**src/rtl/bcp_pkg.sv**
```systemverilog
// Shared types and width defaults for the BCP clause-index encoder.
// Width defaults come from the BCP_CLAUSE_NUM / BCP_CLAUSE_NUM_LOG macros.
`ifndef BCP_CLAUSE_NUM
`define BCP_CLAUSE_NUM 8
`endif
`ifndef BCP_CLAUSE_NUM_LOG
`define BCP_CLAUSE_NUM_LOG 3
`endif

package bcp_pkg;

  localparam int CLAUSE_NUM_DEF = `BCP_CLAUSE_NUM;
  localparam int IDX_W_DEF      = `BCP_CLAUSE_NUM_LOG;
  localparam int CNT_W_DEF      = `BCP_CLAUSE_NUM_LOG + 1;

  typedef enum logic [1:0] {
    IDLE = 2'd0,
    SCAN = 2'd1,
    DONE = 2'd2
  } bcp_state_e;

endpackage

```
**src/rtl/lsb_priority_encoder.sv**
```systemverilog
// Lowest-set-bit priority encoder.
// Reports the index of the lowest set bit and whether any bit is set.
module lsb_priority_encoder #(
  parameter int W     = 8,
  parameter int IDX_W = 3
) (
  input  logic [W-1:0]     vec_i,
  output logic [IDX_W-1:0] idx_o,
  output logic             any_o
);

  // Scan downwards so the lowest set bit is the last one written.
  always_comb begin
    idx_o = '0;
    any_o = 1'b0;
    for (int i = W - 1; i >= 0; i--) begin
      if (vec_i[i]) begin
        idx_o = IDX_W'(i);
        any_o = 1'b1;
      end
    end
  end

endmodule

```
**src/rtl/bcp_clause_encoder.sv**
```systemverilog
// Sequential clause-index encoder: snapshots a flag vector and
// streams out the indices of its set bits, lowest first.
module bcp_clause_encoder
  import bcp_pkg::*;
#(
  parameter int CLAUSE_NUM = CLAUSE_NUM_DEF,
  parameter int IDX_W      = IDX_W_DEF
) (
  input  logic                  clk,
  input  logic                  rst_n,
  input  logic                  vec_valid,
  input  logic [CLAUSE_NUM-1:0] vec_in,
  output logic                  vec_ready,
  input  logic                  flush,
  output logic                  idx_valid,
  output logic [IDX_W-1:0]      idx_out,
  input  logic                  idx_ready,
  output logic                  done,
  output logic [IDX_W:0]        count_out
);

  bcp_state_e state_q, state_d;

  logic [CLAUSE_NUM-1:0] pending_q, pending_d;
  logic [IDX_W:0]        count_q, count_d;

  logic [IDX_W-1:0]      cur_idx;
  logic                  cur_any;
  logic [CLAUSE_NUM-1:0] cur_mask;
  logic [CLAUSE_NUM-1:0] pending_clr;
  logic                  rest_any;
  logic [IDX_W-1:0]      unused_rest_idx;

  lsb_priority_encoder #(
    .W     (CLAUSE_NUM),
    .IDX_W (IDX_W)
  ) u_cur (
    .vec_i (pending_q),
    .idx_o (cur_idx),
    .any_o (cur_any)
  );

  assign cur_mask    = {{(CLAUSE_NUM-1){1'b0}}, 1'b1} << cur_idx;
  assign pending_clr = pending_q & ~cur_mask;

  // Nothing left after clearing the current bit: this accept is the last.
  lsb_priority_encoder #(
    .W     (CLAUSE_NUM),
    .IDX_W (IDX_W)
  ) u_rest (
    .vec_i (pending_clr),
    .idx_o (unused_rest_idx),
    .any_o (rest_any)
  );

  always_ff @(posedge clk or negedge rst_n) begin
    if (!rst_n) begin
      state_q   <= IDLE;
      pending_q <= '0;
      count_q   <= '0;
    end else begin
      state_q   <= state_d;
      pending_q <= pending_d;
      count_q   <= count_d;
    end
  end

  always_comb begin
    state_d   = state_q;
    pending_d = pending_q;
    count_d   = count_q;
    if (flush) begin
      state_d   = IDLE;
      pending_d = '0;
    end else begin
      unique case (state_q)
        IDLE: begin
          if (vec_valid) begin
            pending_d = vec_in;
            count_d   = '0;
            state_d   = (|vec_in) ? SCAN : DONE;
          end
        end
        SCAN: begin
          if (idx_valid && idx_ready) begin
            pending_d = pending_clr;
            count_d   = count_q + (IDX_W+1)'(1);
            if (!rest_any) begin
              state_d = DONE;
            end
          end
        end
        DONE: begin
          state_d = IDLE;
        end
        default: begin
          state_d = IDLE;
        end
      endcase
    end
  end

  always_comb begin
    vec_ready = 1'b0;
    idx_valid = 1'b0;
    idx_out   = '0;
    done      = 1'b0;
    unique case (1'b1)
      (state_q == IDLE): vec_ready = 1'b1;
      (state_q == SCAN): begin
        idx_valid = cur_any;
        idx_out   = cur_any ? cur_idx : '0;
      end
      (state_q == DONE): done = 1'b1;
      default: ;
    endcase
  end

  assign count_out = count_q;

endmodule

```
**config.mk**
```make
export PLATFORM = sky130hd
export DESIGN_NAME = bcp_clause_encoder
export DESIGN_NICKNAME = d
export VERILOG_FILES = /design/src/rtl/bcp_pkg.sv /design/src/rtl/lsb_priority_encoder.sv /design/src/rtl/bcp_clause_encoder.sv
export SDC_FILE = /design/constraint.sdc
export NUM_CORES = 1
export LEC_CHECK = 0
export CORE_MARGIN = 8
export CORE_UTILIZATION = 25
export CTS_BUF_LIST = sky130_fd_sc_hd__clkbuf_2 sky130_fd_sc_hd__clkbuf_4 sky130_fd_sc_hd__clkbuf_8
export DETAILED_ROUTE_END_ITERATION = 8
export GPL_ROUTABILITY_DRIVEN = 0
export HOLD_SLACK_MARGIN = 0.15
export MAX_ROUTING_LAYER = met4
export PLACE_DENSITY = 0.52
export SLEW_MARGIN = 20
export SYNTH_ARGS = -nofsm -noshare
export SYNTH_HDL_FRONTEND = slang
export SYNTH_SLANG_ARGS = --single-unit
```
**constraint.sdc**
```tcl
create_clock -name clk -period 2.1 [get_ports clk]
set_clock_uncertainty 0.1 [all_clocks]
set_input_delay 0.21 -clock clk [delete_from_list [all_inputs] [get_ports clk]]
set_output_delay 0.21 -clock clk [all_outputs]
set_load 0.05 [all_outputs]
```
After elaboration in Yosys (flattened, before gate mapping) --
Index checks and enable logic that the tools add are counted.
Cells by class: add/subtract/negate cells 1, reduce and logical (&&, ||, !) cells 8, bitwise operators 3, muxes and demuxes 42, shift-type cells 1, eq/ne operators 7
Operators with widths (number):
- $mux 3 | 10
- $mux 8 | 3
- $mux 1 | 19
- $pmux 8 s2 | 1
- $mux 2 | 5
- $ne 3x3->1 const B | 3
- $and 8x8->8 | 1
- $mux 4 | 2
- $not 8->8 | 1
- $pmux 4 s2 | 1
- $reduce_or 8->1 | 1
- $shl 1x3->8 const A | 1
- $reduce_and 3->1 | 2
- $add 4x1->4 const B | 1
- $ne 2x2->1 const B | 2
- $pmux 2 s2 | 1
- $reduce_and 4->1 | 1
- $reduce_bool 3->1 | 1
- $eq 2x1->1 const B | 1
- $eq 2x2->1 const B | 1
- $logic_not 2->1 | 1
- $reduce_bool 2->1 | 1
- $logic_and 1x1->1 | 1
- $not 1->1 | 1
Word-level totals: input bits 13, register bits after elaboration 14, output and inout port bits 10

Logic depth before layout (Yosys ltp) --
word-level depth 23, depth in mapped cells 6, depth with buffers taken out 4

By module --
From an unflattened synthesis, not the netlist that was laid out.
Second synthesis, totals: cell total of the unflattened synthesis 112, area total of the unflattened synthesis 1053.5 µm²
By module, submodules not included:
- bcp_clause_encoder | seq. area each 350.3 µm², area an instance 893.4 µm², cells an instance 86, instances 1
- lsb_priority_encoder | seq. area each 0.0 µm², area an instance 80.1 µm², cells an instance 13, instances 2

Least setup slack after synthesis --
OpenSTA, ideal clock, no wires.
path kind reg2out, from reg pending_q[4], to out idx_out[1], setup slack -0.440 ns, path buffers 1, required time 1.790 ns, stages on the path, launching flop included 5, arrival time 2.230 ns, cell sequence dfrtp_1 -> clkbuf_1 -> nor3_1 -> nor3_1 -> nor4_1
On the way: word-level cells in the longest chain between the ends 7
Ends and longest elaborated chain:
- start, declared | line bcp_clause_encoder.sv:24 | logic [CLAUSE_NUM-1:0] pending_q, pending_d;
- start signal, assigned | line bcp_clause_encoder.sv:63 | pending_q <= pending_d;
- $mux 3 or $mux 1 (tied branches) (5 in a row) | line lsb_priority_encoder.sv:17 | if (vec_i[i]) begin
- $mux 3 * | line bcp_clause_encoder.sv:112 | idx_out = cur_any ? cur_idx : '0;
- $mux 3 * | line bcp_clause_encoder.sv:108 | unique case (1'b1)
- end, declared | line bcp_clause_encoder.sv:16 | output logic [IDX_W-1:0] idx_out,
Mark *: on every way between the ends. The rest lies on a longest branch, timed or not.

Worst setup path in the final report --
from reg pending_q[3], to reg state_q[0]
On the way: word-level cells in the longest chain between the ends 17
Ends and longest elaborated chain:
- $mux 3 (4 in a row) | line lsb_priority_encoder.sv:17
- $shl 1x3->8 | line bcp_clause_encoder.sv:43 | assign cur_mask = {{(CLAUSE_NUM-1){1'b0}}, 1'b1} << cur_idx;
- $not 8->8 | line bcp_clause_encoder.sv:44 | assign pending_clr = pending_q & ~cur_mask;
- $and 8x8->8 | line bcp_clause_encoder.sv:44
- $mux 1 (8 in a row) | line lsb_priority_encoder.sv:17
- $ne 3x3->1 (no source line)
- $reduce_and 3->1 (no source line) *
- end signal, assigned | line bcp_clause_encoder.sv:62 | state_q <= state_d;
- end, declared | line bcp_clause_encoder.sv:22 | bcp_state_e state_q, state_d;
Marks and branches as above. A chain may end at the register's enable or synchronous reset.

==> out/metrics.yaml <==
yosys:
  avgSynthCellArea_um2: 8.85
  synth-async-reset-ratio_pct: 100
  ys_top_cells_by_count: "dfrtp_1, nand2_1, o21ai_0, inv_1"
  synthesis.area_um2: 991
  synthFlopType: "dfrtp_1"
  yosysMostFrequentCell: "dfrtp_1"
  synth-seq-cells: 14
  synth-edff-count: 0
  yosys_warnings: 0
  postSynthCellCount: 112
  ys_seq_area_share_pct: 35.4
  syn-num-nets: 126
  yosysTopAreaCell: "dfrtp_1"
  netlist_top_cells_area: "dfrtp_1, o21ai_0, nor4_1, o221ai_1, nand2_1"
  synth_top_area_share_pct: 35.4
  yosysUniqueCellTypes: 42
route:
  drtIter0Drc: 77
  drt_wl_total_um: 3270
  vias: 1017
  vias_per_cell: 5.19
  ant_nets: 0
  drt_pass1_iterations: 4
  route.detailed.drc: 0
  wl_per_cell_um: 16.7
clock_network:
  cts_buffers: 3
  worstSkewPairLatency_ns: 0.25
  h-tree-depth: 1
  hold_buffers: 0
  cts_tree: "done"
  cts_root_buffer: "clkbuf_8"
  cts.reportedPaths.clkPinSlew_ns: 0.06
  cts_sinks: 14
  cts_buffer_depth: 2
global_routing:
  grt_pass1_vias: 1125
  grt_overflow: 0
  grt_antenna_before_repair: 0
  grt_pass1_wl_um: 5510
  grt_usage_pct: 11.3
  grt_max_degree: 15
worst_setup_path:
  crit_type: "reg -> reg"
  end_kind: "flop"
  critPathLaunchType: "flop"
  critical_path_required_ns: 2.13
  worstPathArrival_ns: 2.08
  worstPathMaxFanout: 7
final_layout:
  area_delta_synth_final_pct: 46.6
  final_cells: 196
  num_antenna_cells: 0
  nets: 162
  drive_gt1_share_pct: 26.7
pwr:
  powerDensity_nw_per_um2: 865
  ir_drop_uv: 487
  p_leak_nw: 0.596
sta:
  fin_hold_ws_ns: 0.282
  tightest_slew_ns: 0.700
  slew_viol_final: 0
  fin_crit_ns: 2.05
  fmax_mhz: 487
  maxSlewHeadroom_pct: 53.2
  rsz0062_at_grt: "false"
  finalCritPeriodShare_pct: 97.7
  finalSetupViolations: 0
  fin_ws_ns: 0.0481
  hold_violations: 0
floorplanning:
  die_w_um: 79.0
  die_h_um: 79.0
  io_pins: 23
  die-area_um2: 6230
  rows: 23
  core_um2: 3910
  start_util_pct: 25.3
placed_design:
  preCtsSetupSlack_ns: 0.140
  port_buffers: 22
  dpl.cell_count: 190
  hpwl_um: 2450
run_status:
  status: "complete, no violations"
job:
  maxCapViolations: 0
hold_path:
  hold_path_class: "in -> async"
[through the flow]
step           instance area, µm²  power [mW]    TNS, ns  util [%]
6_report                     1450        1.26          0      37.1
3_5_place_dp                 1350       0.970          0      34.6
5_1_grt                      1450        1.33          0      37.1
3_3_place_gp                 1350       0.965          0      34.6
4_1_cts                      1440        1.25          0      36.8
2_1_floorplan                1010       0.749  -0.000440         -
[timing repair]
item / CTS / global route
pin swaps: 1 / 0
buffers inserted: 3 / 0
gates resized for setup: 3 / 4
endpoints found under the setup margin: 2 / 4
[worst paths after layout]
path | start | endpoint | slack (ns) | depth (start not counted)
worst max-delay path | pending_q[3]$_DFFE_PN0P_ | state_q[0]$_DFFE_PN0P_ | 0.05 | 5
worst min-delay path | rst_n | count_out[3]$_DFFE_PN0P_ | 0.28 | 1
worst max register to register | pending_q[3]$_DFFE_PN0P_ | state_q[0]$_DFFE_PN0P_ | 0.05 | 5
worst min register to register | count_out[1]$_DFFE_PN0P_ | count_out[1]$_DFFE_PN0P_ | 0.49 | 2
max in group asynchronous | rst_n | state_q[0]$_DFFE_PN0P_ | 1.13 | 1
min in group clk | count_out[1]$_DFFE_PN0P_ | count_out[1]$_DFFE_PN0P_ | 0.49 | 2
[sequential cells by signal, indices dropped and copies added, names as in the netlist]
register,cells
state_q,2
pending_q,8
count_out,4
[power breakdown]
group	total [mW]	internal, mW	leakage (nW)	switching (mW)
registers	0.363	0.312	0.186	0.0510
clock network	0.231	0.127	0.0216	0.104
logic	0.663	0.280	0.389	0.383
total	1.26	0.719	0.596	0.538
[cell usage in the layout, fill, tap and decap left out, types with 5 or more instances in the layout]
master           Yosys  routed
inv_1                8       8
buf_4                1      18
clkdlybuf4s50_1      0      16
nor2_1               7       6
a21oi_1              5       5
o21ai_0              9       8
dfrtp_1             14      12
nor4_1               7       5
nand2_1              9       9
[metal layers]
metal  vias up  wire length [µm]  GRT usage [%]  share of wire [%]
met3         3               129           2.14                3.9
met1       489              1530           14.3                 47
met2        33              1590           18.6                 49
li1        492                 -              -                  -
met4         0                16           1.67               0.49
met5         -                 0              -                  0
[layout make-up]
class / count / area [µm²]
well taps: 50 / 62.6
fillers: 422 / 2460
multi-input cells: 83 / 599
clock buffers: 3 / 41.3
inverters: 8 / 30.0
flip-flops and latches: 14 / 353
repair buffers: 38 / 367
[worst max-delay path, stage by stage (launching register included)]
cell and delay [ns]:
dfrtp_1 0.37, or4_4 0.58, buf_12 0.16, a2111oi_4 0.26, nor4_1 0.10, or3_1 0.35
[kinds of logic after synthesis]
logic type | synth area share [%]
AO/OA/AOI/OAI | 25.5
adder cells (fa/ha/maj) | 2.27
flip-flops | 35.4
multiplexers | 3.41
AND/OR/NAND/NOR | 25.8
buffers and inverters | 7.70
No activity file was read; power rests on OpenSTA's default activity.
